--- src/rtl/calc_cmd_sequencer.sv ---
// calc_cmd_sequencer
//
// Sequences the UART calculator: collects a three-word command (operand A,
// operand B, op word) from word_rx, presents the operands to the
// combinational alu, captures the 64-bit result and hands result_lo
// (optionally followed by result_hi) to word_tx one word at a time.
// A partially received command is abandoned if the gap between two of its
// words exceeds TIMEOUT_CYCLES. Words that arrive while a result is being
// computed or sent are discarded and counted.
//
// Parameters:
//   TIMEOUT_CYCLES  max cycles between consecutive words of one command (>= 2)
//   SEND_HI         1: send result_hi after result_lo, 0: result_lo only
//
// Ports:
//   clk, rst      clock, synchronous active-high reset
//   word_in       received word, qualified by the word_done pulse
//   result_lo/hi  alu result for the current operand_a/operand_b/op_select
//   send_done     word_tx finished sending the current word
//   operand_a/b   registered alu operands
//   op_select     registered alu operation (low 4 bits of the op word)
//   word_out      word for word_tx, held from word_send until send_done
//   word_send     one-cycle start pulse to word_tx
//   busy          high while a command executes or its result is sent
//   timeout_err   one-cycle pulse when a partial command is abandoned
//   drop_count    saturating count of words discarded while busy

module calc_cmd_sequencer #(
  parameter int TIMEOUT_CYCLES = 1000000,
  parameter bit SEND_HI        = 1'b0
) (
  input  logic        clk,
  input  logic        rst,
  input  logic [31:0] word_in,
  input  logic        word_done,
  input  logic [31:0] result_lo,
  input  logic [31:0] result_hi,
  input  logic        send_done,
  output logic [31:0] operand_a,
  output logic [31:0] operand_b,
  output logic [3:0]  op_select,
  output logic [31:0] word_out,
  output logic        word_send,
  output logic        busy,
  output logic        timeout_err,
  output logic [7:0]  drop_count
);

  localparam int TW = $clog2(TIMEOUT_CYCLES);
  localparam logic [TW-1:0] TIMER_LAST = TW'(TIMEOUT_CYCLES - 1);

  typedef enum logic [2:0] {
    ST_RX_A, ST_RX_B, ST_RX_OP, ST_EXEC,
    ST_SEND_LO, ST_WAIT_LO, ST_SEND_HI, ST_WAIT_HI
  } state_t;

  state_t        state_reg, state_next;
  logic [31:0]   operand_a_reg, operand_a_next;
  logic [31:0]   operand_b_reg, operand_b_next;
  logic [3:0]    op_select_reg, op_select_next;
  logic [31:0]   hi_reg, hi_next;
  logic [31:0]   word_out_reg, word_out_next;
  logic          word_send_reg, word_send_next;
  logic          busy_reg, busy_next;
  logic [7:0]    drop_reg, drop_next;
  logic [TW-1:0] timer_reg, timer_next;
  logic          timeout_fire;

  always_ff @(posedge clk) begin
    if (rst) begin
      state_reg     <= ST_RX_A;
      operand_a_reg <= '0;
      operand_b_reg <= '0;
      op_select_reg <= '0;
      hi_reg        <= '0;
      word_out_reg  <= '0;
      word_send_reg <= 1'b0;
      busy_reg      <= 1'b0;
      drop_reg      <= '0;
      timer_reg     <= '0;
    end else begin
      state_reg     <= state_next;
      operand_a_reg <= operand_a_next;
      operand_b_reg <= operand_b_next;
      op_select_reg <= op_select_next;
      hi_reg        <= hi_next;
      word_out_reg  <= word_out_next;
      word_send_reg <= word_send_next;
      busy_reg      <= busy_next;
      drop_reg      <= drop_next;
      timer_reg     <= timer_next;
    end
  end

  always_comb begin
    state_next     = state_reg;
    operand_a_next = operand_a_reg;
    operand_b_next = operand_b_reg;
    op_select_next = op_select_reg;
    hi_next        = hi_reg;
    word_out_next  = word_out_reg;
    word_send_next = 1'b0;
    drop_next      = drop_reg;
    timer_next     = timer_reg;
    timeout_fire   = 1'b0;

    case (state_reg)
      ST_RX_A: begin
        if (word_done) begin
          operand_a_next = word_in;
          timer_next     = '0;
          state_next     = ST_RX_B;
        end
      end
      ST_RX_B, ST_RX_OP: begin
        // A word arriving on the expiry cycle still counts, so word_done
        // is checked before the timer.
        if (word_done) begin
          timer_next = '0;
          if (state_reg == ST_RX_B) begin
            operand_b_next = word_in;
            state_next     = ST_RX_OP;
          end else begin
            op_select_next = word_in[3:0];
            state_next     = ST_EXEC;
          end
        end else if (timer_reg == TIMER_LAST) begin
          timeout_fire = 1'b1;
          timer_next   = '0;
          state_next   = ST_RX_A;
        end else begin
          timer_next = timer_reg + TW'(1);
        end
      end
      ST_EXEC: begin
        // The operands have been stable for one full cycle: take the result.
        hi_next        = result_hi;
        word_out_next  = result_lo;
        word_send_next = 1'b1;
        state_next     = ST_SEND_LO;
      end
      ST_SEND_LO: state_next = ST_WAIT_LO;
      ST_WAIT_LO: begin
        if (send_done) begin
          if (SEND_HI) begin
            word_out_next  = hi_reg;
            word_send_next = 1'b1;
            state_next     = ST_SEND_HI;
          end else begin
            state_next = ST_RX_A;
          end
        end
      end
      ST_SEND_HI: state_next = ST_WAIT_HI;
      ST_WAIT_HI: begin
        if (send_done) state_next = ST_RX_A;
      end
      default: state_next = ST_RX_A;
    endcase

    // busy_reg marks every state that does not accept words, including
    // the WAIT_* cycle in which send_done arrives.
    if (word_done && busy_reg && (drop_reg != 8'hFF)) drop_next = drop_reg + 8'd1;

    busy_next = state_next inside {ST_EXEC, ST_SEND_LO, ST_WAIT_LO, ST_SEND_HI, ST_WAIT_HI};
  end

  assign operand_a   = operand_a_reg;
  assign operand_b   = operand_b_reg;
  assign op_select   = op_select_reg;
  assign word_out    = word_out_reg;
  assign word_send   = word_send_reg;
  assign busy        = busy_reg;
  assign drop_count  = drop_reg;
  // Flagged in the cycle the command is abandoned; reset suppresses it.
  assign timeout_err = timeout_fire & ~rst;

endmodule
--- config.mk ---
export PLATFORM = sky130hd
export DESIGN_NAME = calc_cmd_sequencer
export DESIGN_NICKNAME = d
export VERILOG_FILES = /design/src/rtl/calc_cmd_sequencer.sv
export SDC_FILE = /design/constraint.sdc
export NUM_CORES = 1
export LEC_CHECK = 0
export BUFFER_PORTS_ARGS = -buffer_cell sky130_fd_sc_hd__buf_2
export CORE_ASPECT_RATIO = 0.8
export CORE_MARGIN = 2
export CORE_UTILIZATION = 48
export CTS_CLUSTER_SIZE = 30
export DETAILED_ROUTE_END_ITERATION = 12
export PLACE_DENSITY = 0.8
export SYNTH_ARGS = -nofsm -noshare
export SYNTH_HDL_FRONTEND = slang
export SYNTH_SLANG_ARGS = --single-unit
--- constraint.sdc ---
create_clock -name clk -period 2.7 [get_ports clk]
set_input_delay 0.54 -clock clk [delete_from_list [all_inputs] [get_ports clk]]
set_output_delay 0.54 -clock clk [all_outputs]
set_load 0.005 [all_outputs]
Yosys cells after proc, flatten, opt, wreduce, memory -nomap -nowiden:

Index checks and enable logic that the tools add are counted.

* bits of input ports: 100
* flip-flop bits (word level): 133
* output and inout bits: 111
* word-level logic and storage cells: 54

* bitwise operators: 3
* muxes and demuxes: 14
* equality and inequality tests: 15
* reduce and logical (&&, ||, !) cells: 11
* add/sub/neg operators: 2

Operators by type and width (number)
* 20-bit two-way mux: 3
* 20-bit one-hot mux with 2 select lines: 1
* 3-bit == test, second input constant: 8
* 20-bit by 1-bit adder with 20-bit output, second input constant: 1
* 20-bit == test, second input constant: 1
* 3-bit one-hot mux with 6 select lines: 1
* 3-bit two-way mux: 4
* 3-bit by 2-bit == test with 1-bit output, second input constant: 3
* 8-bit by 1-bit adder with 8-bit output, second input constant: 1
* 8-bit != test, second input constant: 1
* 3-bit AND reduction: 2
* 1-bit two-way mux: 5
* 5-bit nonzero test: 1
* 2-bit AND reduction: 2
* 2-bit OR reduction: 2
* 3-bit by 1-bit == test with 1-bit output, second input constant: 1
* 3-bit logical NOT: 1
* 1-bit logical AND: 2
* 2-bit != test, second input constant: 1
* 1-bit inverter: 2
* 2-bit nonzero test: 1
* 1-bit bitwise AND: 1

Longest topological paths before layout:

Gate-level depths: netlist of run 1.

* depth in word-level cells: 6
* depth in mapped cells: 7
* depth with buffers taken out: 6

Worst setup path before layout of run 1:

Ideal clock, no wire load.

* path type: reg2out
* from: register timer_reg[10]
* to: output port timeout_err
* cell stages (with the launch flop): 6
* setup slack: 0.515 ns
* buffers on the path: 1
* data required time: 2.160 ns
* data arrival time: 1.645 ns
* cell sequence: dfxtp_1 > buf_6 > or4b_4 > nor4_4 > and2_1 > nor3b_1

* longest elaborated chain between the ends: 5

Ends and longest elaborated chain
* start: declaration: line 66 `logic [TW-1:0] timer_reg, timer_next;`
* start signal: assignment: line 91 `timer_reg <= timer_next;`
* 20-bit == test: line 127 `end else if (timer_reg == TIMER_LAST) begin`
* 1-bit two-way mux: line 127
* 1-bit two-way mux: line 118 `if (word_done) begin`
* 1-bit two-way mux: line 107 `case (state_reg)`
* 1-bit bitwise AND: line 176 `assign timeout_err = timeout_fire & ~rst;`
* end: declaration: line 45 `output logic timeout_err,`

Every way passes these cells.

Final worst setup path of run 1:

* from: register timer_reg[12]
* to: output port timeout_err

The elaborated chain is that of the path after synthesis.

==> results.md, run 1 <==
- NumNets Final: ~900
- Dpl ws: around 0.22 ns
- Initial core utilization: 0.4932
- # port buffers: 178
- Post-Syn Instances: roughly 630
- Critical Path Most Common Cell: nor3b_2
- Asr flop ratio synth: 0
- Clk pin slew, worst setup/hold paths: approximately 0.060 ns
- CTS Buf Count: 17
- Yosys Warn Count: 0
- Part of the Yosys area used for sequential elements: 0.5250
- RSZ-0062 raised after global routing: no
- Outcome: finished, final reports clean
- Setup violation total in the final timing report: 0
- ANT cells: 0
- Leading cell type in the layout, fill and taps excluded: nand2_1
- Std-Cell Rows: 33
- 1st-iter DRT viols: between 300 and 400
- Max-slew violations: 0
- P_leak: approximately 3 nW
- First-pass GRT wire length: roughly 21000 microns
- Detailed-route via count: 4845
- CP startpoint: timer_reg[12]$_SDFFE_PP0P_
- CP Class: flop to primary output
- Avg WL per Cell: 14.04 microns
- Chip Width: approximately 120 microns
- Final Critical Period: 2.605 ns
- H-tree depth: 4
- Syn Std Cell Area: approximately 5100 sq um
- HPWL Detailed: between 9000 and 10000 microns
- Placer Congestion: 0.8433
- Clock Skew: approximately 0.008 ns
- Core Area: ~10000 sq um
- Tot GR Track Use: 0.2324
- CTS tree: done
- ANT nets after route: 0
- Pre-antenna DRT Iters: 4
- Die Y: 95.94 microns
- Routed Wire Length: 13320 microns
- Synth cell types: just over 40
- HP Start: result_lo[26]
- Vias per cell: 5.105
- Vias in the first global route: around 4500
- DR DRC count: 0
- Largest net degree at the start of global routing: 65
- Crit path largest cell delay: ~0.55 ns
- IO Count: 211
- Layout cells sized above 1: 0.2880
- Prevailing post-synth register cell: dfxtp_1
- Pin slew with the least headroom to its limit: approximately 1.2 ns
- Data arrival, critical path: between 2 and 2.5 ns
- GRT overflow: 0
- TritonCTS Sinks: around 130
- Net Count, Synth: about 730
- Delay-heaviest family, CP: simple AND/OR/NAND/NOR gates
- Setup TNS: 0 ns
- Root buffer cell: clkbuf_16
- Syn-to-layout area delta: 31.93%
- Max_slew headroom: 0.2123
- Crit-path slowest cell: or4b_1
- CTS max path bufs: 2
- CP Max Fanout: 5
- Most frequent cells in the layout: 208 x nand2_1, 177 x buf_2, 132 x dfxtp_1
- PwrDens: approximately 720 nW/um^2
- Antenna violations before repair: 0
- Critical path capture point type: primary output
- Critical path launch point type: flop
- Post-synth EDFFs: 0
- Max_cap viols: 0
- Maximum VDD drop: 0.3913 mV
- Die ar.: 11410 sq um
- R2r startpoint: state_reg[0]$_SDFF_PP0_
- Syn Area/Cell: just over 8 sq um
- Fin worst setup slack: between 0.09 and 0.1 ns
- Post-synthesis register bit count: about 130
- CP Cell Sequence: or4b_1, nor3b_2, and2_4, nor3b_2, buf_2
- Worst Path Required: around 2.2 ns
- Hold buffer count at CTS: 0
- Clock latency on the worst-skew pair: about 0.41 ns
- Hold Crit Class: primary input to flop
- Period utilization: 0.9647
- WP buf/inv: 1
- Fmax: about 0.38 GHz
- Final Hold Fails: 0
[cell usage after synthesis, types with 5 or more instances]
master    number  area, sq um
nor2_1        29        108.9
mux2i_1        7        70.07
a31oi_1        8        50.05
dfxtp_1      133         2663
a21oi_1      109        545.5
xor2_1         7        61.31
nand2_1      208        780.8
nand3_1       14        70.07
nand4_1        5        31.28
xnor2_1        7        61.31
clkbuf_1      36        135.1
a22o_1         5        43.79
[path summary, 6_finish.rpt]
kind / to / slack, ns / cells after the start
min reg2reg: operand_b[9]$_SDFFE_PP0P_ / 0.45 / 2
max reg2reg: timer_reg[8]$_SDFFE_PP0P_ / 0.35 / 6
max: timeout_err / 0.1 / 5
min: word_out[26]$_SDFFE_PP0P_ / 0.36 / 3
[metrics by stage]
step	hold slack [ns]	utilization	instances	total power, mW	instance area (sq um)
2_1_floorplan	0.4527	-	627	2.321	5071
3_3_place_gp	0.4380	0.5901	916	2.491	6067
3_5_place_dp	0.4430	0.5901	916	2.510	6067
4_1_cts	0.3417	0.6496	949	4.823	6679
5_1_grt	0.3484	0.6507	949	4.974	6690
6_report	0.3616	0.6507	949	4.789	6690
[what timing repair did]
item                       4_1_cts  5_1_grt
pin swaps                        1        2
setup buffers                    1        0
setup endpoints to repair        1        1
resized for setup                1        3
[kinds of logic after synthesis]
logic type,synth area share
AND/OR/NAND/NOR,0.2450
AO/OA/AOI/OAI,0.1508
flip-flops,0.5250
buffers and inverters,0.03627
XOR/XNOR,0.02418
multiplexers,0.01382
adder cells (fa/ha/maj),0.004934
[layout make-up]
type                    instances  area (sq um)
well taps                     140         175.2
repair buffers                191         991.0
flip-flops and latches        133          2664
clock buffers                  20         446.7
inverters                       3         11.26
fillers                       842          3591
multi-input cells             450          2247
clock inverters                12         155.1
[tightest hold or removal path, delay by kind of cell]
kind	cells	cell delay (ns)
AO/OA/AOI/OAI	1	0.05
AND/OR/NAND/NOR	1	0.04
buffers and inverters	1	0.09
[metal layers]
metal | GRT usage | part of all wire | vias up | routed length, microns
li1 | - | - | 2438 | -
met1 | 0.2831 | 0.43 | 2203 | 5680
met2 | 0.3788 | 0.47 | 191 | 6289
met3 | 0.07879 | 0.089 | 13 | 1192
met4 | 0.1012 | 0.012 | 0 | 160
met5 | 0 | 0 | - | 0
[power breakdown]
part | total (mW) | internal (mW) | leakage [nW] | switching, mW
clock network | 2.32 | 1.48 | 0.290 | 0.844
logic | 0.393 | 0.155 | 1.55 | 0.237
registers | 2.08 | 2.04 | 1.08 | 0.0402
No activity file was read; power rests on OpenSTA's default activity.
==> run 2, diff against run 1 <==
Settings changed: SETUP_SLACK_MARGIN from default to 0.1.
==> run 2 against run 1 <==
Clock power barely moved. Cell count rose by 0.11%. Non-clock buffer count rose by 1. Count of clock-buffer cells in the layout did not move. Clock skew barely moved. Core utilization rose by 0.11 points. Critical path type unchanged. Critical endpoint unchanged. Highest routed layer unchanged.
==> results.md, run 2 (same netlist as run 1, synthesis figures left out) <==
- Tot GR Track Use: 0.2338 (+0.001423)
- Fillers: 842 (unchanged)
- Syn-to-layout area delta: 32.15%
- Worst Reg-to-Reg Cells: 6 (unchanged)
- Die Y: 95.94 microns (unchanged)
- H-tree depth: 4 (unchanged)
- Std-Cell Rows: 33 (unchanged)
- Critical path launch point type: flop
- Setup violation total in the final timing report: 0 (unchanged)
- IO Count: 211 (unchanged)
- DR DRC count: 0 (unchanged)
- Final core area utilization: 0.6518 (+0.001095)
- Chip Width: 118.9 microns (unchanged)
- Hold Crit Class: primary input to flop
- Critical path capture point type: primary output
- Clk pin slew, worst setup/hold paths: 0.06 ns (about the same)
- Vias per cell: 5.122 (+0.33%)
- HPWL Detailed: 9100 microns (unchanged)
- Max-slew violations: 0 (unchanged)
- Dpl ws: 0.2205 ns (unchanged)
- Final Hold Fails: 0 (unchanged)
- CTS max path bufs: 2 (unchanged)
- Hold Path Depth: 3 (unchanged)
- TritonCTS Sinks: 133 (unchanged)
- Layout cells sized above 1: 0.2914 (+0.003348)
- Setup TNS: 0 ns (unchanged)
- RSZ-0062 raised after global routing: yes
- HP Start: result_lo[26]
- Clock latency on the worst-skew pair: 0.41 ns (about the same)
- Core Area: 10280 sq um (unchanged)
- R2R Setup Slk: 0.33 ns (-0.02 ns)
- CP Class: flop to primary output
- Final Critical Period: 2.528 ns (-0.07703 ns)
- Most frequent cells in the layout: 208 x nand2_1, 177 x buf_2, 131 x dfxtp_1
- Pin slew with the least headroom to its limit: 1.179 ns (-0.002858 ns)
- Fmax: 0.3956 GHz (+3.0%)
- Pre-antenna DRT Iters: 5 (+1)
- PwrDens: 714.1 nW/um^2 (-0.23%)
- Critical Path Most Common Cell: nor3b_2
- CP Cell Sequence: or4b_1, nor3b_2, and2_4, nor3b_2, buf_2
- Placer Congestion: 0.8433 (unchanged)
- Outcome: finished, final reports clean
- Crit-path slowest cell: or4b_1
- Hold buffer count at CTS: 0 (unchanged)
- Data arrival, critical path: 1.99 ns (-0.07 ns)
- Max_slew headroom: 0.2142 (+0.001905)
- Crit Reg-Reg Endpoint: timer_reg[8]$_SDFFE_PP0P_
- P_leak: 2.924 nW (about the same)
- First-pass GRT wire length: 21130 microns (+0.59%)
- Hold Crit Endpoint: word_out[26]$_SDFFE_PP0P_
- Initial core utilization: 0.4932 (unchanged)
- Root buffer cell: clkbuf_16
- # port buffers: 178 (unchanged)
- Antenna violations before repair: 0 (unchanged)
- Maximum VDD drop: 0.3912 mV (about the same)
- Routed Wire Length: 13280 microns (-0.32%)
- Detailed-route via count: 4866 (+0.43%)
- 1st-iter DRT viols: 361 (+7.1%)
- Die ar.: 11410 sq um (unchanged)
- Leading cell type in the layout, fill and taps excluded: nand2_1
- Clock Skew: 0.007829 ns (-0.0002152 ns)
- Largest net degree at the start of global routing: 65 (unchanged)
- CTS tree: done
- NumNets Final: 899 (+0.11%)
- ANT cells: 0 (unchanged)
- Period utilization: 0.9361 (-0.02853)
- CTS Buf Count: 17 (unchanged)
- Max_cap viols: 0 (unchanged)
- R2r startpoint: state_reg[0]$_SDFF_PP0_
- Avg WL per Cell: 13.98 microns (-0.43%)
- Fin worst setup slack: 0.1724 ns (+0.07703 ns)
- Worst Path Required: 2.16 ns (about the same)
- ANT nets after route: 0 (unchanged)
- Vias in the first global route: 4528 (+0.51%)
- CP Max Fanout: 5 (unchanged)
- Crit path largest cell delay: 0.55 ns (about the same)
- GRT overflow: 0 (unchanged)
-- run 2: layout make-up --
cell class / instances / area [sq um] / share of cell area
Inverter: 3 / 11.26 / 0.001680
Clock buffer: 20 / 446.7 / 0.06665
Clock inverter: 12 / 155.1 / 0.02315
Tap cell: 140 / 175.2 / 0.02614
Multi-Input combinational cell: 450 / 2250 / 0.3357
Sequential cell: 133 / 2665 / 0.3977
Timing Repair Buffer: 192 / 998.5 / 0.1490
-- run 2: where the power goes --
part	switching, mW	total (mW)	internal (mW)
Combinational	0.237	0.393	0.155
Sequential	0.0402	2.08	2.04
Clock	0.841	2.32	1.48
-- run 2: how the worst max path moves through the flow --
stage / startpoint / end / depth (start not counted)
finish: timer_reg[12]$_SDFFE_PP0P_ / timeout_err / 5
global route: timer_reg[1]$_SDFFE_PP0P_ / timeout_err / 6
CTS: timer_reg[12]$_SDFFE_PP0P_ / timeout_err / 5
detailed placement: word_done / timer_reg[8]$_SDFFE_PP0P_ / 7
global placement: word_done / timer_reg[8]$_SDFFE_PP0P_ / 7
floorplan: timer_reg[10]$_SDFFE_PP0P_ / timeout_err / 5
-- run 2: repair_timing --
action,4_1_cts,5_1_grt
gates resized for setup,4,2
buffers inserted,2,0
setup endpoints to repair,1,1
gates cloned,0,0
pin swaps,2,0
-- run 2: worst max-delay path: cells and delay by family, from the launching register on --
kind,cells,cell delay (ns)
flip-flops,1,0.34
AND/OR/NAND/NOR,4,1.11
buffers and inverters,1,0.14
-- run 2: metrics by stage --
step	instance area, sq um	hold WS [ns]	power (mW)	cells
2_1_floorplan	5071	0.4527	2.321	627
3_3_place_gp	6067	0.4380	2.491	916
3_5_place_dp	6067	0.4430	2.510	916
4_1_cts	6698	0.3417	4.823	950
5_1_grt	6701	0.3484	4.974	950
6_report	6701	0.3616	4.785	950
-- run 2: layer usage --
metal / vias up / global-route usage / wire length (microns)
met5: - / 0 / 0
met4: 0 / 0.1012 / 161
met3: 14 / 0.07879 / 1181
met2: 189 / 0.3827 / 6259
met1: 2222 / 0.2842 / 5678
li1: 2441 / - / -
==> run 3, diff against run 2 <==
Settings changed: CTS_BUF_LIST from default to sky130_fd_sc_hd__clkbuf_4 sky130_fd_sc_hd__clkbuf_8 sky130_fd_sc_hd__clkbuf_16.
==> run 3 against run 2 <==
Cell count did not move. Hold slack got worse by 0.00084 ns. Wire length barely moved. Global-route usage barely moved. Die area is the same. Sequential share of layout area about the same. Count of clock-buffer cells in the layout stayed put. Core utilization rose by 0.073 points. Critical path type unchanged. Highest routed layer unchanged.
==> results.md, run 3 (same netlist as run 1, synthesis figures left out) <==
- Outcome: finished, final reports clean
- Die Y: 95.94 microns (unchanged)
- PwrDens: 716.3 nW/um^2 (+0.31%)
- Critical path launch point type: flop
- Die ar.: 11410 sq um (unchanged)
- CP Max Fanout: 5 (unchanged)
- RSZ-0062 raised after global routing: yes
- Largest net degree at the start of global routing: 65 (unchanged)
- Syn-to-layout area delta: 32.30%
- Finished Layout Cells: 950 (unchanged)
- Crit Reg-Reg Endpoint: timer_reg[8]$_SDFFE_PP0P_
- Leading cell type in the layout, fill and taps excluded: nand2_1
- Chip Width: 118.9 microns (unchanged)
- HPWL Detailed: 9100 microns (unchanged)
- Critical path capture point type: primary output
- Final Critical Period: 2.542 ns (+0.01417 ns)
- Antenna violations before repair: 0 (unchanged)
- Tot GR Track Use: 0.2336 (-0.0002588)
- ANT nets after route: 0 (unchanged)
- CTS max path bufs: 2 (unchanged)
- Hold Crit Endpoint: word_out[26]$_SDFFE_PP0P_
- DR DRC count: 0 (unchanged)
- CTS tree: done
- Worst Path Required: 2.16 ns (about the same)
- 1st-iter DRT viols: 329 (-8.9%)
- Register Area: 2665 sq um (unchanged)
- CTS Buf Count: 17 (unchanged)
- H-tree depth: 4 (unchanged)
- Detailed-route via count: 4859 (-0.14%)
- HP Start: result_lo[26]
- Core Area: 10280 sq um (unchanged)
- Max_cap viols: 0 (unchanged)
- Pin slew with the least headroom to its limit: 1.178 ns (-0.001179 ns)
- Vias in the first global route: 4531 (+0.066%)
- CP Class: flop to primary output
- Max_slew headroom: 0.2150 (+0.0007870)
- Vias per cell: 5.115 (-0.14%)
- Layout cells sized above 1: 0.2938 (+0.002469)
- Hold Path Depth: 3 (unchanged)
- Maximum VDD drop: 0.3919 mV (+0.19%)
- Avg WL per Cell: 13.99 microns (about the same)
- TritonCTS Sinks: 133 (unchanged)
- Clk pin slew, worst setup/hold paths: 0.06 ns (about the same)
- R2r startpoint: state_reg[0]$_SDFF_PP0_
- Fillers: 842 (unchanged)
- Fmax: 0.3934 GHz (-0.56%)
- Root buffer cell: clkbuf_16
- Max-slew violations: 0 (unchanged)
- # port buffers: 178 (unchanged)
- Multi-input logic area: 2250 sq um (unchanged)
- Most frequent cells in the layout: 208 x nand2_1, 177 x buf_2, 131 x dfxtp_1
- Hold Crit Class: primary input to flop
- NumNets Final: 899 (unchanged)
- Data arrival, critical path: 2.00 ns (about the same)
- Placer Congestion: 0.8433 (unchanged)
- P_leak: 2.931 nW (+0.23%)
- Setup TNS: 0 ns (unchanged)
- ANT cells: 0 (unchanged)
- Hold buffer count at CTS: 0 (unchanged)
- IO Count: 211 (unchanged)
- Final Hold Fails: 0 (unchanged)
- Worst Reg-to-Reg Cells: 6 (unchanged)
- Dpl cells: 916 (unchanged)
- Std-Cell Rows: 33 (unchanged)
- GRT overflow: 0 (unchanged)
- Clock latency on the worst-skew pair: 0.41 ns (about the same)
- R2R Setup Slk: 0.34 ns (about the same)
- Setup violation total in the final timing report: 0 (unchanged)
- First-pass GRT wire length: 21120 microns (about the same)
- Routed Wire Length: 13290 microns (about the same)
- Clock Skew: 0.008518 ns (+0.0006889 ns)
- Pre-antenna DRT Iters: 4 (-1)
- Initial core utilization: 0.4932 (unchanged)
- Period utilization: 0.9414 (+0.005248)
==> run 3: worst max-delay path by stage <==
stage | cells past startpoint | end | start | slack (ns)
6_report | 5 | timeout_err | timer_reg[12]$_SDFFE_PP0P_ | 0.16
5_1_grt | 6 | timeout_err | timer_reg[1]$_SDFFE_PP0P_ | 0.07
4_1_cts | 5 | timeout_err | timer_reg[12]$_SDFFE_PP0P_ | 0.14
3_5_place_dp | 7 | timer_reg[8]$_SDFFE_PP0P_ | word_done | 0.22
3_3_place_gp | 7 | timer_reg[8]$_SDFFE_PP0P_ | word_done | 0.30
2_1_floorplan | 5 | timeout_err | timer_reg[10]$_SDFFE_PP0P_ | 0.52
==> run 3: where the power goes <==
| group | switching, mW | leakage [nW] | internal (mW) | total, mW |
|---|---|---|---|---|
| combinational | 0.237 | 1.55 | 0.155 | 0.392 |
| sequential | 0.0403 | 1.08 | 2.04 | 2.08 |
| clock | 0.842 | 0.297 | 1.50 | 2.34 |
==> run 3: layout make-up <==
class,count,share of cell area
tap,140,0.02611
multi-input combinational,450,0.3353
clock inverter,12,0.02313
timing repair buffer,192,0.1488
sequential,133,0.3972
clock buffer,20,0.06770
inverter,3,0.001678
==> run 3: stage by stage <==
stage | area [sq um] | util | hold WS (ns) | worst slack (ns) | power (mW)
6_report | 6709 | 0.6526 | 0.3608 | 0.1582 | 4.806
5_1_grt | 6709 | 0.6526 | 0.3484 | 0.07282 | 4.994
4_1_cts | 6705 | 0.6522 | 0.3416 | 0.1403 | 4.843
3_5_place_dp | 6067 | 0.5901 | 0.4430 | 0.2205 | 2.510
3_3_place_gp | 6067 | 0.5901 | 0.4380 | 0.2969 | 2.491
2_1_floorplan | 5071 | - | 0.4527 | 0.5154 | 2.321
==> run 3: layer usage <==
metal | vias to the layer above | share of wire | track usage
li1 | 2439 | - | -
met1 | 2231 | 0.43 | 0.2831
met2 | 176 | 0.47 | 0.3831
met3 | 13 | 0.084 | 0.07879
met4 | 0 | 0.012 | 0.1012
met5 | - | 0 | 0
==> run 3: worst max-delay path, cell delays in order, from the launching register on <==
cell     delay [ns]
dfxtp_1        0.34
or4b_1         0.55
nor3b_2        0.22
and2_4         0.18
nor3b_2        0.16
buf_2          0.14
==> run 3: repair_timing <==
action | in CTS | in global routing
pin swaps | 2 | 0
buffers inserted | 2 | 0
gates resized for setup | 4 | 2
endpoints found under the setup margin | 1 | 1
